## src/rtl/tlul_pkg.sv

```systemverilog
// Shared TL-UL definitions: opcode encodings and byte-mask helpers.
package tlul_pkg;

  localparam int unsigned OPW = 3;
  localparam int unsigned DW  = 32;
  localparam int unsigned MW  = 4;

  localparam logic [OPW-1:0] A_GET         = 3'd4;
  localparam logic [OPW-1:0] A_PUT_FULL    = 3'd0;
  localparam logic [OPW-1:0] A_PUT_PARTIAL = 3'd1;

  localparam logic [OPW-1:0] D_ACCESS_ACK      = 3'd0;
  localparam logic [OPW-1:0] D_ACCESS_ACK_DATA = 3'd1;

  // Byte lanes covered by a naturally aligned access of 2**size bytes at addr_lo
  function automatic logic [MW-1:0] full_mask(input logic [3:0] size, input logic [1:0] addr_lo);
    case (size)
      4'd0:    return 4'b0001 << addr_lo;
      4'd1:    return addr_lo[1] ? 4'b1100 : 4'b0011;
      default: return 4'b1111;
    endcase
  endfunction

  // True when addr_lo is aligned to 2**size bytes
  function automatic logic is_aligned(input logic [3:0] size, input logic [1:0] addr_lo);
    case (size)
      4'd0:    return 1'b1;
      4'd1:    return ~addr_lo[0];
      default: return addr_lo == 2'b00;
    endcase
  endfunction

endpackage

```

## src/rtl/tlul_host_adapter_if.sv

```systemverilog
// Client request/response port plus TL-UL A/D channels of the host adapter.
interface tlul_host_adapter_if #(
  parameter int unsigned TL_RS = 4,
  parameter int unsigned AW    = 32
);
  logic             req_valid;
  logic             req_ready;
  logic             req_write;
  logic [AW-1:0]    req_address;
  logic [3:0]       req_size;
  logic [3:0]       req_mask;
  logic [31:0]      req_data;
  logic [TL_RS-1:0] req_tag;

  logic [2:0]       tlm_a_opcode;
  logic [2:0]       tlm_a_param;
  logic [3:0]       tlm_a_size;
  logic [TL_RS-1:0] tlm_a_source;
  logic [AW-1:0]    tlm_a_address;
  logic [3:0]       tlm_a_mask;
  logic [31:0]      tlm_a_data;
  logic             tlm_a_corrupt;
  logic             tlm_a_valid;
  logic             tlm_a_ready;

  logic [2:0]       tlm_d_opcode;
  logic [1:0]       tlm_d_param;
  logic [3:0]       tlm_d_size;
  logic [TL_RS-1:0] tlm_d_source;
  logic             tlm_d_denied;
  logic [31:0]      tlm_d_data;
  logic             tlm_d_corrupt;
  logic             tlm_d_valid;
  logic             tlm_d_ready;

  logic             resp_valid;
  logic             resp_ready;
  logic [TL_RS-1:0] resp_tag;
  logic [31:0]      resp_data;
  logic             resp_error;

  // Adapter side: TL-UL initiator
  modport master (
    input  req_valid, req_write, req_address, req_size, req_mask, req_data,
    output req_ready, req_tag,
    output tlm_a_opcode, tlm_a_param, tlm_a_size, tlm_a_source, tlm_a_address,
    output tlm_a_mask, tlm_a_data, tlm_a_corrupt, tlm_a_valid,
    input  tlm_a_ready,
    input  tlm_d_opcode, tlm_d_param, tlm_d_size, tlm_d_source, tlm_d_denied,
    input  tlm_d_data, tlm_d_corrupt, tlm_d_valid,
    output tlm_d_ready,
    output resp_valid, resp_tag, resp_data, resp_error,
    input  resp_ready
  );

  // Environment side: client and TL-UL target
  modport slave (
    output req_valid, req_write, req_address, req_size, req_mask, req_data,
    input  req_ready, req_tag,
    input  tlm_a_opcode, tlm_a_param, tlm_a_size, tlm_a_source, tlm_a_address,
    input  tlm_a_mask, tlm_a_data, tlm_a_corrupt, tlm_a_valid,
    output tlm_a_ready,
    output tlm_d_opcode, tlm_d_param, tlm_d_size, tlm_d_source, tlm_d_denied,
    output tlm_d_data, tlm_d_corrupt, tlm_d_valid,
    input  tlm_d_ready,
    input  resp_valid, resp_tag, resp_data, resp_error,
    output resp_ready
  );
endinterface

```

## src/rtl/tlul_source_alloc.sv

```systemverilog
// Source-ID allocator: pending bitmap, lowest-free encoder, expected D opcode per source.
module tlul_source_alloc
  import tlul_pkg::*;
#(
  parameter int unsigned TL_RS = 4
) (
  input  logic             clk,
  input  logic             rst,
  input  logic             set_i,
  input  logic [OPW-1:0]   set_op_i,
  input  logic             clr_i,
  input  logic [TL_RS-1:0] clr_idx_i,
  input  logic             flush_i,
  input  logic [TL_RS-1:0] look_idx_i,
  output logic [TL_RS-1:0] alloc_idx_o,
  output logic             any_free_o,
  output logic             look_pend_o,
  output logic [OPW-1:0]   look_op_o,
  output logic             pend_any_o
);

  localparam int unsigned NS = 1 << TL_RS;

  logic [NS-1:0]  pend_q, pend_d;
  logic [OPW-1:0] exp_op_q [NS];
  logic [OPW-1:0] exp_op_d [NS];

  // Lowest-index free source from the bitmap as it stood at the start of the cycle
  always_comb begin
    alloc_idx_o = '0;
    any_free_o  = 1'b0;
    for (int i = NS - 1; i >= 0; i--) begin
      if (!pend_q[i]) begin
        alloc_idx_o = TL_RS'(i);
        any_free_o  = 1'b1;
      end
    end
  end

  // Timeout flush drops old entries; a same-cycle allocation still lands
  always_comb begin
    pend_d   = flush_i ? '0 : pend_q;
    exp_op_d = exp_op_q;
    if (clr_i) pend_d[clr_idx_i] = 1'b0;
    if (set_i && any_free_o) begin
      pend_d[alloc_idx_o]   = 1'b1;
      exp_op_d[alloc_idx_o] = set_op_i;
    end
  end

  // Bitmap and expected-opcode table
  always_ff @(posedge clk or posedge rst) begin
    if (rst) begin
      pend_q <= '0;
      for (int i = 0; i < NS; i++) exp_op_q[i] <= '0;
    end else begin
      pend_q   <= pend_d;
      exp_op_q <= exp_op_d;
    end
  end

  assign look_pend_o = pend_q[look_idx_i];
  assign look_op_o   = exp_op_q[look_idx_i];
  assign pend_any_o  = |pend_q;

endmodule

```

## src/rtl/tlul_host_adapter.sv

```systemverilog
// TL-UL host adapter: client requests -> A channel, D channel -> client responses.
// Optional watchdog enabled by defining TLM_TIMEOUT_EN (adds timeout_o).
module tlul_host_adapter
  import tlul_pkg::*;
#(
  parameter int unsigned TL_RS          = 4,
  parameter int unsigned AW             = 32,
  parameter int unsigned TIMEOUT_CYCLES = 1024
) (
  input  logic tlm_clock_i,
  input  logic tlm_reset_i,
  tlul_host_adapter_if.master bus,
`ifdef TLM_TIMEOUT_EN
  output logic timeout_o,
`endif
  output logic proto_err_o
);

  logic             a_valid_q, a_valid_d;
  logic [OPW-1:0]   a_opcode_q, a_opcode_d;
  logic [3:0]       a_size_q, a_size_d;
  logic [TL_RS-1:0] a_source_q, a_source_d;
  logic [AW-1:0]    a_address_q, a_address_d;
  logic [MW-1:0]    a_mask_q, a_mask_d;
  logic [DW-1:0]    a_data_q, a_data_d;

  logic             resp_valid_q, resp_valid_d;
  logic [TL_RS-1:0] resp_tag_q, resp_tag_d;
  logic [DW-1:0]    resp_data_q, resp_data_d;
  logic             resp_error_q, resp_error_d;
  logic             proto_err_q, proto_err_d;
  logic             live_q;

  logic [TL_RS-1:0] alloc_idx;
  logic             any_free, look_pend, pend_any, flush;
  logic [OPW-1:0]   look_op, req_op;
  logic             accept, d_fire, d_hit;
  logic             unused_d;

  assign unused_d = ^{bus.tlm_d_param, bus.tlm_d_size};

  assign bus.req_ready = any_free & (~a_valid_q | bus.tlm_a_ready);
  assign bus.req_tag   = alloc_idx;
  assign accept        = bus.req_valid & bus.req_ready;

  // live_q holds d_ready low while in reset; response register is one entry deep
  assign bus.tlm_d_ready = live_q & (~resp_valid_q | bus.resp_ready);
  assign d_fire          = bus.tlm_d_valid & bus.tlm_d_ready;
  assign d_hit           = d_fire & look_pend;

  // A opcode: Get, or PutFull only for an aligned access with every lane enabled
  always_comb begin
    req_op = A_GET;
    if (bus.req_write) begin
      if (is_aligned(bus.req_size, bus.req_address[1:0]) &&
          bus.req_mask == full_mask(bus.req_size, bus.req_address[1:0]))
        req_op = A_PUT_FULL;
      else
        req_op = A_PUT_PARTIAL;
    end
  end

  tlul_source_alloc #(.TL_RS(TL_RS)) u_alloc (
    .clk         (tlm_clock_i),
    .rst         (tlm_reset_i),
    .set_i       (accept),
    .set_op_i    (bus.req_write ? D_ACCESS_ACK : D_ACCESS_ACK_DATA),
    .clr_i       (d_hit),
    .clr_idx_i   (bus.tlm_d_source),
    .flush_i     (flush),
    .look_idx_i  (bus.tlm_d_source),
    .alloc_idx_o (alloc_idx),
    .any_free_o  (any_free),
    .look_pend_o (look_pend),
    .look_op_o   (look_op),
    .pend_any_o  (pend_any)
  );

  // Next-state for the A register, response register and protocol-error flag
  always_comb begin
    a_valid_d    = a_valid_q;
    a_opcode_d   = a_opcode_q;
    a_size_d     = a_size_q;
    a_source_d   = a_source_q;
    a_address_d  = a_address_q;
    a_mask_d     = a_mask_q;
    a_data_d     = a_data_q;
    resp_valid_d = resp_valid_q;
    resp_tag_d   = resp_tag_q;
    resp_data_d  = resp_data_q;
    resp_error_d = resp_error_q;
    proto_err_d  = proto_err_q | (d_fire & ~look_pend);

    if (accept) begin
      a_valid_d   = 1'b1;
      a_opcode_d  = req_op;
      a_size_d    = bus.req_size;
      a_source_d  = alloc_idx;
      a_address_d = bus.req_address;
      a_mask_d    = bus.req_mask;
      a_data_d    = bus.req_data;
    end else if (bus.tlm_a_ready) begin
      a_valid_d = 1'b0;
    end

    if (resp_valid_q && bus.resp_ready) resp_valid_d = 1'b0;
    if (d_hit) begin
      resp_valid_d = 1'b1;
      resp_tag_d   = bus.tlm_d_source;
      resp_data_d  = (bus.tlm_d_opcode == D_ACCESS_ACK_DATA) ? bus.tlm_d_data : '0;
      resp_error_d = bus.tlm_d_denied | bus.tlm_d_corrupt | (bus.tlm_d_opcode != look_op);
    end
  end

  // Datapath and status registers
  always_ff @(posedge tlm_clock_i or posedge tlm_reset_i) begin
    if (tlm_reset_i) begin
      a_valid_q    <= 1'b0;
      a_opcode_q   <= '0;
      a_size_q     <= '0;
      a_source_q   <= '0;
      a_address_q  <= '0;
      a_mask_q     <= '0;
      a_data_q     <= '0;
      resp_valid_q <= 1'b0;
      resp_tag_q   <= '0;
      resp_data_q  <= '0;
      resp_error_q <= 1'b0;
      proto_err_q  <= 1'b0;
      live_q       <= 1'b0;
    end else begin
      a_valid_q    <= a_valid_d;
      a_opcode_q   <= a_opcode_d;
      a_size_q     <= a_size_d;
      a_source_q   <= a_source_d;
      a_address_q  <= a_address_d;
      a_mask_q     <= a_mask_d;
      a_data_q     <= a_data_d;
      resp_valid_q <= resp_valid_d;
      resp_tag_q   <= resp_tag_d;
      resp_data_q  <= resp_data_d;
      resp_error_q <= resp_error_d;
      proto_err_q  <= proto_err_d;
      live_q       <= 1'b1;
    end
  end

`ifdef TLM_TIMEOUT_EN
  localparam int unsigned TW = $clog2(TIMEOUT_CYCLES + 1);

  logic [TW-1:0] to_cnt_q, to_cnt_d;
  logic          timeout_q, timeout_d;

  // Watchdog: count stalled cycles with work outstanding; abandon everything at the limit
  always_comb begin
    to_cnt_d  = to_cnt_q;
    timeout_d = timeout_q;
    flush     = 1'b0;
    if (d_fire || !pend_any) begin
      to_cnt_d = '0;
    end else if (to_cnt_q == TW'(TIMEOUT_CYCLES - 1)) begin
      flush     = 1'b1;
      timeout_d = 1'b1;
      to_cnt_d  = '0;
    end else begin
      to_cnt_d = to_cnt_q + TW'(1);
    end
  end

  // Watchdog counter and sticky flag
  always_ff @(posedge tlm_clock_i or posedge tlm_reset_i) begin
    if (tlm_reset_i) begin
      to_cnt_q  <= '0;
      timeout_q <= 1'b0;
    end else begin
      to_cnt_q  <= to_cnt_d;
      timeout_q <= timeout_d;
    end
  end

  assign timeout_o = timeout_q;
`else
  logic unused_cfg;
  assign unused_cfg = ^{TIMEOUT_CYCLES, pend_any};
  assign flush      = 1'b0;
`endif

  assign bus.tlm_a_valid   = a_valid_q;
  assign bus.tlm_a_opcode  = a_opcode_q;
  assign bus.tlm_a_param   = '0;
  assign bus.tlm_a_size    = a_size_q;
  assign bus.tlm_a_source  = a_source_q;
  assign bus.tlm_a_address = a_address_q;
  assign bus.tlm_a_mask    = a_mask_q;
  assign bus.tlm_a_data    = a_data_q;
  assign bus.tlm_a_corrupt = 1'b0;

  assign bus.resp_valid = resp_valid_q;
  assign bus.resp_tag   = resp_tag_q;
  assign bus.resp_data  = resp_data_q;
  assign bus.resp_error = resp_error_q;
  assign proto_err_o    = proto_err_q;

endmodule
```

## src/flat_wrapper.sv

```systemverilog
// flat-port wrapper written by rule: the top's interface ports become plain ports
module tlul_host_adapter_flat import tlul_pkg::*;
#(
  parameter int unsigned TL_RS          = 4,
  parameter int unsigned AW             = 32,
  parameter int unsigned TIMEOUT_CYCLES = 1024
)
  (tlm_clock_i, tlm_reset_i, proto_err_o, bus_req_valid, bus_req_write, bus_req_address, bus_req_size, bus_req_mask, bus_req_data, bus_req_ready, bus_req_tag, bus_tlm_a_opcode, bus_tlm_a_param, bus_tlm_a_size, bus_tlm_a_source, bus_tlm_a_address, bus_tlm_a_mask, bus_tlm_a_data, bus_tlm_a_corrupt, bus_tlm_a_valid, bus_tlm_a_ready, bus_tlm_d_opcode, bus_tlm_d_param, bus_tlm_d_size, bus_tlm_d_source, bus_tlm_d_denied, bus_tlm_d_data, bus_tlm_d_corrupt, bus_tlm_d_valid, bus_tlm_d_ready, bus_resp_valid, bus_resp_tag, bus_resp_data, bus_resp_error, bus_resp_ready);
  tlul_host_adapter_if #(.TL_RS(TL_RS), .AW(AW)) bus_i ();
  input  logic tlm_clock_i;
  input  logic tlm_reset_i;
  output logic proto_err_o;
  input wire logic [$bits(bus_i.req_valid)-1:0] bus_req_valid;
  input wire logic [$bits(bus_i.req_write)-1:0] bus_req_write;
  input wire logic [$bits(bus_i.req_address)-1:0] bus_req_address;
  input wire logic [$bits(bus_i.req_size)-1:0] bus_req_size;
  input wire logic [$bits(bus_i.req_mask)-1:0] bus_req_mask;
  input wire logic [$bits(bus_i.req_data)-1:0] bus_req_data;
  output wire logic [$bits(bus_i.req_ready)-1:0] bus_req_ready;
  output wire logic [$bits(bus_i.req_tag)-1:0] bus_req_tag;
  output wire logic [$bits(bus_i.tlm_a_opcode)-1:0] bus_tlm_a_opcode;
  output wire logic [$bits(bus_i.tlm_a_param)-1:0] bus_tlm_a_param;
  output wire logic [$bits(bus_i.tlm_a_size)-1:0] bus_tlm_a_size;
  output wire logic [$bits(bus_i.tlm_a_source)-1:0] bus_tlm_a_source;
  output wire logic [$bits(bus_i.tlm_a_address)-1:0] bus_tlm_a_address;
  output wire logic [$bits(bus_i.tlm_a_mask)-1:0] bus_tlm_a_mask;
  output wire logic [$bits(bus_i.tlm_a_data)-1:0] bus_tlm_a_data;
  output wire logic [$bits(bus_i.tlm_a_corrupt)-1:0] bus_tlm_a_corrupt;
  output wire logic [$bits(bus_i.tlm_a_valid)-1:0] bus_tlm_a_valid;
  input wire logic [$bits(bus_i.tlm_a_ready)-1:0] bus_tlm_a_ready;
  input wire logic [$bits(bus_i.tlm_d_opcode)-1:0] bus_tlm_d_opcode;
  input wire logic [$bits(bus_i.tlm_d_param)-1:0] bus_tlm_d_param;
  input wire logic [$bits(bus_i.tlm_d_size)-1:0] bus_tlm_d_size;
  input wire logic [$bits(bus_i.tlm_d_source)-1:0] bus_tlm_d_source;
  input wire logic [$bits(bus_i.tlm_d_denied)-1:0] bus_tlm_d_denied;
  input wire logic [$bits(bus_i.tlm_d_data)-1:0] bus_tlm_d_data;
  input wire logic [$bits(bus_i.tlm_d_corrupt)-1:0] bus_tlm_d_corrupt;
  input wire logic [$bits(bus_i.tlm_d_valid)-1:0] bus_tlm_d_valid;
  output wire logic [$bits(bus_i.tlm_d_ready)-1:0] bus_tlm_d_ready;
  output wire logic [$bits(bus_i.resp_valid)-1:0] bus_resp_valid;
  output wire logic [$bits(bus_i.resp_tag)-1:0] bus_resp_tag;
  output wire logic [$bits(bus_i.resp_data)-1:0] bus_resp_data;
  output wire logic [$bits(bus_i.resp_error)-1:0] bus_resp_error;
  input wire logic [$bits(bus_i.resp_ready)-1:0] bus_resp_ready;
  assign bus_i.req_valid = bus_req_valid;
  assign bus_i.req_write = bus_req_write;
  assign bus_i.req_address = bus_req_address;
  assign bus_i.req_size = bus_req_size;
  assign bus_i.req_mask = bus_req_mask;
  assign bus_i.req_data = bus_req_data;
  assign bus_req_ready = bus_i.req_ready;
  assign bus_req_tag = bus_i.req_tag;
  assign bus_tlm_a_opcode = bus_i.tlm_a_opcode;
  assign bus_tlm_a_param = bus_i.tlm_a_param;
  assign bus_tlm_a_size = bus_i.tlm_a_size;
  assign bus_tlm_a_source = bus_i.tlm_a_source;
  assign bus_tlm_a_address = bus_i.tlm_a_address;
  assign bus_tlm_a_mask = bus_i.tlm_a_mask;
  assign bus_tlm_a_data = bus_i.tlm_a_data;
  assign bus_tlm_a_corrupt = bus_i.tlm_a_corrupt;
  assign bus_tlm_a_valid = bus_i.tlm_a_valid;
  assign bus_i.tlm_a_ready = bus_tlm_a_ready;
  assign bus_i.tlm_d_opcode = bus_tlm_d_opcode;
  assign bus_i.tlm_d_param = bus_tlm_d_param;
  assign bus_i.tlm_d_size = bus_tlm_d_size;
  assign bus_i.tlm_d_source = bus_tlm_d_source;
  assign bus_i.tlm_d_denied = bus_tlm_d_denied;
  assign bus_i.tlm_d_data = bus_tlm_d_data;
  assign bus_i.tlm_d_corrupt = bus_tlm_d_corrupt;
  assign bus_i.tlm_d_valid = bus_tlm_d_valid;
  assign bus_tlm_d_ready = bus_i.tlm_d_ready;
  assign bus_resp_valid = bus_i.resp_valid;
  assign bus_resp_tag = bus_i.resp_tag;
  assign bus_resp_data = bus_i.resp_data;
  assign bus_resp_error = bus_i.resp_error;
  assign bus_i.resp_ready = bus_resp_ready;
  tlul_host_adapter #(.TL_RS(TL_RS), .AW(AW), .TIMEOUT_CYCLES(TIMEOUT_CYCLES)) u_core (.tlm_clock_i(tlm_clock_i), .tlm_reset_i(tlm_reset_i), .bus(bus_i), .proto_err_o(proto_err_o));
endmodule
```

## config.mk

```make
export PLATFORM = sky130hd
export DESIGN_NAME = tlul_host_adapter_flat
export DESIGN_NICKNAME = d
export VERILOG_FILES = /design/src/rtl/tlul_pkg.sv /design/src/rtl/tlul_host_adapter_if.sv /design/src/rtl/tlul_source_alloc.sv /design/src/rtl/tlul_host_adapter.sv /design/src/flat_wrapper.sv
export SDC_FILE = /design/constraint.sdc
export NUM_CORES = 1
export LEC_CHECK = 0
export BUFFER_PORTS_ARGS = -buffer_cell sky130_fd_sc_hd__buf_2
export CAP_MARGIN = 20
export CELL_PAD_IN_SITES_DETAIL_PLACEMENT = 0
export CELL_PAD_IN_SITES_GLOBAL_PLACEMENT = 1
export CORE_MARGIN = 2
export CORE_UTILIZATION = 32
export CTS_CLUSTER_SIZE = 24
export DETAILED_ROUTE_END_ITERATION = 8
export GPL_TIMING_DRIVEN = 0
export PLACE_DENSITY_LB_ADDON = 0.3
export SETUP_SLACK_MARGIN = 0.02
export SLEW_MARGIN = 25
export SYNTH_ARGS = -nofsm -noshare
export SYNTH_HDL_FRONTEND = slang
export SYNTH_SLANG_ARGS = --single-unit
```

## constraint.sdc

```tcl
create_clock -name tlm_clock_i -period 4.1 [get_ports tlm_clock_i]
set_clock_uncertainty 0.05 [all_clocks]
set_input_delay 0.205 -clock tlm_clock_i [delete_from_list [all_inputs] [get_ports tlm_clock_i]]
set_output_delay 0.205 -clock tlm_clock_i [all_outputs]
set_load 0.01 [all_outputs]
```

==> metrics.md, run 1 <==
| Metric | Value |
|---|---|
| CTS Sinks | `151` |
| Net Sw Frac | `0.340` |
| Filler cell count | `just under 2000` |
| Seq. cell area | `3780 sq um` |
| Pint | `3.51 mW` |
| Worst Setup SP | `u_core.u_alloc.pend_q[14]` |
| Slew margin rel. | `0.416` |
| Crit. path cell count | `7` |
| Synthesized flop and latch total | `151` |
| Max-cap violations | `0` |
| Htree depth | `4` |
| Status | `complete, no violations` |
| DRT antenna net count | `0` |
| First-pass GRT wire length | `between 30000 and 40000 microns` |
| Area growth from synthesis to final layout | `51.0%` |
| Startpoint types | `register` |
| Syn Inst Count | `719` |
| Async SR Flop Fraction | `1.00` |
| Delay of the slowest critical-path stage | `~0.48 ns` |
| M3 GR Usage | `0.0630` |
| Syn avg cell area | `9.13 sq um` |
| Crit path max-delay family | `buffers and inverters` |
| DIE WIDTH | `147 microns` |
| Crit path capture type | `primary output` |
| Sequential fraction of the synthesis area | `0.575` |
| # IOs | `255` |
| # hold bufs at CTS | `105` |
| CP max stage cell | `clkbuf_1` |
| Clk root buf | `clkbuf_16` |
| Post-CTS Setup Bufs | `0` |
| Diodes inserted | `0` |
| Overall Global Routing Usage | `0.190` |
| Hold Violations, Final | `0` |
| CTS tree | `yes` |
| Leakage Power | `5.09 nW` |
| Period utilization | `0.621` |
| TNS Setup | `0 ns` |
| Gate power share | `0.297` |
| GR Util met1 | `0.254` |
| Slack of the worst reg-to-reg path | `1.65 ns` |
| Die Area | `between 20000 and 25000 sq um` |
| Rows | `52` |
| CP required | `3.85 ns` |
| Clock buffer depth | `2` |
| Maximum vdd drop | `0.398 mV` |
| R2r worst-path depth | `6` |
| Vias in the first global route | `6318` |
| First drt pass iteration count | `5` |
| Synth unique cells | `43` |
| Nets | `1219` |
| Syn Std Cell Area | `~6600 sq um` |
| Busiest grt layer | `met2` |
| Number of enable flip-flop cells after synthesis | `0` |
| Crit-path cells | `nor2b_1 -> o221ai_1 -> nand4_1 -> a22oi_1 -> clkbuf_1 -> inv_1 -> buf_2` |
| Largest net degree at the start of global routing | `31` |
| CP Class | `register to primary output` |
| Routed wire length | `20300 microns` |
| Area occupied by multi-input gates | `between 2000 and 2500 sq um` |
| Final Max Slew Viols | `0` |
| CTS Buf Count | `17` |
| Die H | `147 microns` |
| Yosys warning count | `0` |
| Core box area | `between 20000 and 25000 sq um` |
| R2R Path End | `u_core.u_alloc.exp_op_q[27]` |
| Number of port buffers | `241` |
| Worst R2R Start | `u_core.u_alloc.pend_q[14]` |
| Final min period | `2.55 ns` |
| Residual DRC count | `0` |
| DR vias/cell | `roughly 4.6` |
| Clock-pin slew on the worst setup and hold paths | `0.06 ns` |
| Post-CTS resize count | `0` |
| Switch Pwr | `1.81 mW` |
| Setup Viol. Count Final | `0` |
| Non-Filler Instances | `around 1400` |
| Ys flop type | `dfrtp_1` |
| DP Wirelength | `14400 microns` |
| CP arrival | `2.29 ns` |
| RePlAce Congestion | `0.833` |
| Clock network power share | `0.321` |
| CP max FO | `10` |
| DRT iter0 DRCs | `310` |
| Unrepaired setup endpoints after global routing | `false` |
| Skew-Pair Late Insertion Delay | `between 0.4 and 0.5 ns` |
| Slew @ Worst Pin | `0.867 ns` |
| Routed vias | `about 6300` |
| Power per cell area | `537 nW/um^2` |
| Initial antenna violation count | `1` |
| GRT met2 Usage | `0.302` |
| FMAX | `393 MHz` |
| # placed instances | `1239` |
| Register share of total power | `0.382` |
| Setup crit end | `bus_req_tag[0]` |
| Share of cells above drive strength 1 | `0.277` |
| Initial Utilization | `0.326` |
| Worst path bufs/invs | `3` |
| Routed len/inst | `roughly 15 microns` |
| HP Class | `input pin to register` |
| Grt ovf | `0` |
power groups by stage:
stage / registers, mW / logic (mW) / clock network [mW]
3_5_place_dp: 2.05 / 1.51 / 0
5_1_grt: 2.08 / 1.77 / 1.82
4_1_cts: 2.03 / 1.59 / 1.75
3_3_place_gp: 2.05 / 1.50 / 0
6_report: 2.04 / 1.58 / 1.71
2_1_floorplan: 2.13 / 0.766 / 0
routing by layer:
metal  wire, microns  share of wire
met2            9370           0.46
met1            9060           0.45
met5              13        0.00064
met4             177         0.0087
met3            1700          0.084
layout by cell type, fill, tap and decap left out, drive strengths merged, types with 2 or more instances in the layout:
| cell type | n |
|---|---|
| inv | 43 |
| clkbuf | 48 |
| bufinv | 5 |
| nor2 | 9 |
| a21boi | 2 |
| nor2b | 2 |
| o21bai | 3 |
| nor3 | 5 |
| nand3 | 45 |
| dlygate4sd3 | 105 |
| a31oi | 4 |
| mux4 | 6 |
| and2 | 2 |
| nand4 | 8 |
| mux2 | 7 |
| o21ai | 75 |
| nand2b | 8 |
| clkinv | 5 |
| o31ai | 20 |
| or2 | 5 |
| o22ai | 2 |
| mux2i | 7 |
| dfrtp | 151 |
| clkinvlp | 4 |
| a21oi | 5 |
| nand2 | 250 |
| and4 | 2 |
| buf | 260 |
| conb | 6 |
worst min-delay path, stage by stage:
cell and delay, ns:
buf_2 0.08, nor4_1 0.05, a31oi_1 0.15
worst min-delay path by stage:
stage                                         to  cells past startpoint           startpoint  slack, ns
finish                     u_core.bus.resp_error                      3     bus_tlm_d_denied       0.06
global route               u_core.bus.resp_error                      3     bus_tlm_d_denied       0.06
detailed placement   u_core.bus.tlm_a_address[4]                      2          tlm_reset_i       0.22
global placement    u_core.bus.tlm_a_address[29]                      3  bus_req_address[29]       0.34
floorplan            u_core.bus.tlm_a_address[0]                      2   bus_req_address[0]       0.26
CTS                        u_core.bus.resp_error                      3     bus_tlm_d_denied       0.05
sequential cells by signal, indices dropped and copies added, names as in the netlist, 2 cells and up:
register and cells:
u_core.bus.resp_tag 4, u_core.bus.tlm_a_data 32, u_core.u_alloc.exp_op_q 16, u_core.bus.tlm_a_opcode 2
u_core.bus.tlm_a_mask 4, u_core.bus.tlm_a_size 4, u_core.u_alloc.pend_q 16, u_core.bus.tlm_a_source 4
u_core.bus.tlm_a_address 32, u_core.bus.resp_data 32
area by class of cell:
type                    instances  share of cell area
multi-input cells             484               0.245
repair buffers                351               0.238
clock inverters                13              0.0207
clock buffers                  18              0.0433
plain buffers                  44              0.0215
inverters                      44              0.0170
flip-flops and latches        151               0.381
well taps                     270              0.0341
Yosys cell counts (3+ instances only):
cell type,count,area [sq um]
mux2i_1,7,70.1
a21oi_1,5,25.0
buf_2,5,25.0
nand3_1,45,225
mux2_4,3,45.0
inv_1,44,165
nand2_1,250,938
nor3_1,5,25.0
nand4_1,8,50.1
o31ai_1,20,150
o21bai_1,3,22.5
nand2b_1,8,50.1
o21ai_0,66,330
a31oi_1,4,25.0
o21ai_1,9,45.0
mux4_2,5,113
mux2_2,4,45.0
dfrtp_1,151,3780
nor2_1,9,33.8
buf_4,5,37.5
buf_6,3,33.8
or2_2,4,25.0
clkbuf_1,30,113
per-stage QoR:
| stage | setup WS (ns) | utilization | hold slack (ns) | total power, mW | instance area (sq um) |
|---|---|---|---|---|---|
| after floorplan | 1.94 | - | 0.260 | 2.89 | 6590 |
| after global placement | 0.817 | 0.403 | 0.344 | 3.54 | 8130 |
| after detailed placement | 1.65 | 0.408 | 0.224 | 3.57 | 8230 |
| after CTS | 1.52 | 0.492 | 0.0456 | 5.38 | 9920 |
| after global routing | 1.37 | 0.492 | 0.0564 | 5.67 | 9920 |
| final | 1.55 | 0.492 | 0.0597 | 5.33 | 9920 |
cell families after synthesis:
kind of cell	count (synthesis)	synth area share
other	2	0.00114
and+or+nand+nor	342	0.219
DFF	151	0.575
buffers and inverters	88	0.0575
muxes	20	0.0455
AOI/OAI and AO/OA	115	0.100
xor gates and xnor gates	1	0.00133
(Power assumes the default switching activity.)
==> run 2, diff against run 1 <==
Settings changed: ABC_AREA from default to 1.
Clock period 4.1 ns to 2.3 ns, I/O delays scaled along.
==> run 2 against run 1 <==
Net effect: sequential power grew 70%; core utilization grew 0.51 points; clock-buffer cell count increased by 2; critical path type unchanged; critical endpoint unchanged; largest power group unchanged.
==> metrics.md, run 2 <==
| Metric | Value |
|---|---|
| Status | `complete, no violations` |
| Die Area | `21600 sq um (-0.33%)` |
| Yosys warning count | `0 (unchanged)` |
| Power per cell area | `911 nW/um^2 (+70%)` |
| Syn Std Cell Area | `6550 sq um (-0.34%)` |
| Clock buffer depth | `2 (unchanged)` |
| Synth area leader | `dfrtp_1` |
| DIE WIDTH | `147 microns (-0.17%)` |
| Clock-pin slew on the worst setup and hold paths | `0.07 ns (about the same)` |
| WHS | `0.0439 ns (-0.0158 ns)` |
| Unrepaired setup endpoints after global routing | `true` |
| Most frequent cells in the layout | `nand2_1, buf_2, dfrtp_1` |
| Maximum vdd drop | `0.508 mV (+28%)` |
| CP required | `2.13 ns (-1.72 ns)` |
| Ys flop type | `dfrtp_1` |
| DRT antenna net count | `0 (unchanged)` |
| Slew @ Worst Pin | `0.705 ns (-0.161 ns)` |
| Final Max Slew Viols | `0 (unchanged)` |
| Residual DRC count | `0 (unchanged)` |
| First drt pass iteration count | `5 (unchanged)` |
| Leakage Power | `5.27 nW (+3.7%)` |
| Setup slack at placement | `0.206 ns (-1.45 ns)` |
| Most common cell after layout, fill and taps aside | `nand2_1` |
| CP arrival | `1.98 ns (-0.31 ns)` |
| Syn Inst Count | `761 (+5.8%)` |
| Most common cell in the synthesized netlist | `nand2_1` |
| Initial Utilization | `0.325 (-0.00112)` |
| Diodes inserted | `0 (unchanged)` |
| Syn avg cell area | `8.60 sq um (-5.8%)` |
| Overall Global Routing Usage | `0.199 (+0.00912)` |
| Period utilization | `0.932` |
| Rows | `52 (unchanged)` |
| CP max FO | `4 (-6)` |
| Clk root buf | `clkbuf_16` |
| Synth unique cells | `40 (-7.0%)` |
| Largest cells by area after synthesis | `dfrtp_1, nand2_1, o21ai_0, buf_2, nand4_1` |
| Core box area | `20200 sq um (unchanged)` |
| Hold Violations, Final | `0 (unchanged)` |
| Share of the synthesized area in the top cell type | `0.577 (+0.00198)` |
| FMAX | `466 MHz` |
| CTS tree | `yes` |
| Async SR Flop Fraction | `1.00 (unchanged)` |
| Nets | `1279 (+4.9%)` |
| Largest net degree at the start of global routing | `30 (-3.2%)` |
| Skew-Pair Late Insertion Delay | `0.41 ns (about the same)` |
| Final min period | `2.14 ns` |
| Grt ovf | `0 (unchanged)` |
| Startpoint types | `register` |
| # IOs | `255 (unchanged)` |
| First-pass GRT wire length | `34200 microns (+3.8%)` |
| RePlAce Congestion | `0.783 (-6.0%)` |
| Number of enable flip-flop cells after synthesis | `0 (unchanged)` |
| Most common library cells after synthesis | `nand2_1, dfrtp_1, o21ai_0` |
| HP Class | `input pin to register` |
| Htree depth | `4 (unchanged)` |
| Vias in the first global route | `6574 (+4.1%)` |
| CTS Sinks | `151 (unchanged)` |
| Crit path capture type | `primary output` |
| Slew margin rel. | `0.526 (+0.110)` |
| Routed wire length | `21100 microns (+4.0%)` |
| Routed vias | `6436 (+2.0%)` |
| Synthesized flop and latch total | `151 (unchanged)` |
| Initial antenna violation count | `0 (-1)` |
| Share of cells above drive strength 1 | `0.304 (+0.0269)` |
| Number of port buffers | `243 (+0.83%)` |
| Setup Viol. Count Final | `0 (unchanged)` |
| DP Wirelength | `14900 microns (+3.1%)` |
| Die H | `147 microns (-0.17%)` |
| Routed len/inst | `14.7 microns (-0.33%)` |
| DRT iter0 DRCs | `311 (+0.32%)` |
| Final WS setup | `0.156 ns (-1.40 ns)` |
| Sequential fraction of the synthesis area | `0.577 (+0.00198)` |
| CP Class | `register to primary output` |
| Max-cap violations | `0 (unchanged)` |
| DR vias/cell | `4.49 (-2.3%)` |
| CTS Buf Count | `17 (unchanged)` |
| Area growth from synthesis to final layout | `53.1%` |
-- run 2: cell types whose count changed in the layout (fill, tap and decap cells not counted), moves of 7 or more --
cell	change
nand2b_1	-8
nand2_1	+119
o31ai_1	-15
a22oi_1	+8
buf_4	+10
nand3_1	-27
nand4_1	+7
clkbuf_1	-26
inv_1	-24
dlygate4sd3_1	+9
mux2i_1	-7
buf_2	+21
inv_2	+8
-- run 2: through the flow --
step           power, mW  area [sq um]  utilization  instances  setup TNS, ns
2_1_floorplan       5.04          6560            -        765              0
3_3_place_gp        6.02          8120        0.402       1278        -136.70
3_5_place_dp        6.06          8230        0.408       1283              0
4_1_cts             9.04          9950        0.493       1428              0
5_1_grt             9.72         10000        0.497       1435        -0.0365
6_report            9.13         10000        0.497       1435              0
-- run 2: path summary, 6_finish.rpt --
check	startpoint	end	slack (ns)	depth (start not counted)
hold / removal	bus_tlm_d_opcode[2]	u_core.bus.resp_data[26]	0.04	4
hold reg to reg	u_core.u_alloc.exp_op_q[33]	u_core.u_alloc.exp_op_q[33]	0.42	2
max in group asynchronous	tlm_reset_i	u_core.u_alloc.exp_op_q[45]	1.18	5
min in group asynchronous	tlm_reset_i	u_core.bus.tlm_a_address[13]	0.25	3
setup / recovery	u_core.u_alloc.pend_q[15]	bus_req_tag[0]	0.16	16
setup reg to reg	u_core.u_alloc.pend_q[15]	u_core.u_alloc.exp_op_q[45]	0.18	11
-- run 2: cell type report --
| class | instances | area (sq um) |
|---|---|---|
| repair buffers | 369 | 2520 |
| flip-flops and latches | 151 | 3780 |
| multi-input cells | 544 | 2460 |
| inverters | 31 | 125 |
| well taps | 270 | 338 |
| plain buffers | 39 | 215 |
| clock buffers | 20 | 467 |
| clock inverters | 11 | 111 |
| fillers | 1966 | 10100 |
-- run 2: worst max-delay path, stage by stage, from the launching register on --
cell and delay, ns:
dfrtp_2 0.43, inv_2 0.07, nand2_1 0.05, nand2_1 0.06, nand2_1 0.05, nand2_1 0.05, nand2_1 0.04, nand2_1 0.05
nand2_1 0.05, nand2_1 0.06, nand2_1 0.05, nand2_1 0.05, nand2_1 0.07, nand2_2 0.08, nand2_4 0.07, a21oi_4 0.21
buf_6 0.13
-- run 2: cells by family after synthesis --
| logic type | count (synthesis) | share of synthesized area |
|---|---|---|
| flip-flops | 151 | 0.577 |
| other | 2 | 0.00115 |
| AND/OR/NAND/NOR | 435 | 0.279 |
| buffers and inverters | 70 | 0.0507 |
| XOR/XNOR | 1 | 0.00134 |
| AO/OA/AOI/OAI | 102 | 0.0910 |
-- run 2: what timing repair did --
action,CTS,global route
hold endpoints to repair,133,0
resized for setup,1,6
hold buffers,114,0
endpoints found under the setup margin,1,2
buffers inserted,0,7
pin swaps,0,2
-- run 2: routing by layer --
layer / track usage / share of wire / routed length [microns] / up-vias
met5: 0 / 0 / 0 / -
met4: 0.0572 / 0.015 / 319 / 0
met3: 0.0543 / 0.067 / 1430 / 24
met2: 0.330 / 0.48 / 10100 / 211
met1: 0.259 / 0.44 / 9240 / 2990
li1: - / - / - / 3211
-- run 2: report_power, final --
part	internal (mW)	total, mW	switching, mW
combinational	1.18	2.89	1.72
sequential	3.15	3.47	0.323
clock	1.59	2.76	1.17
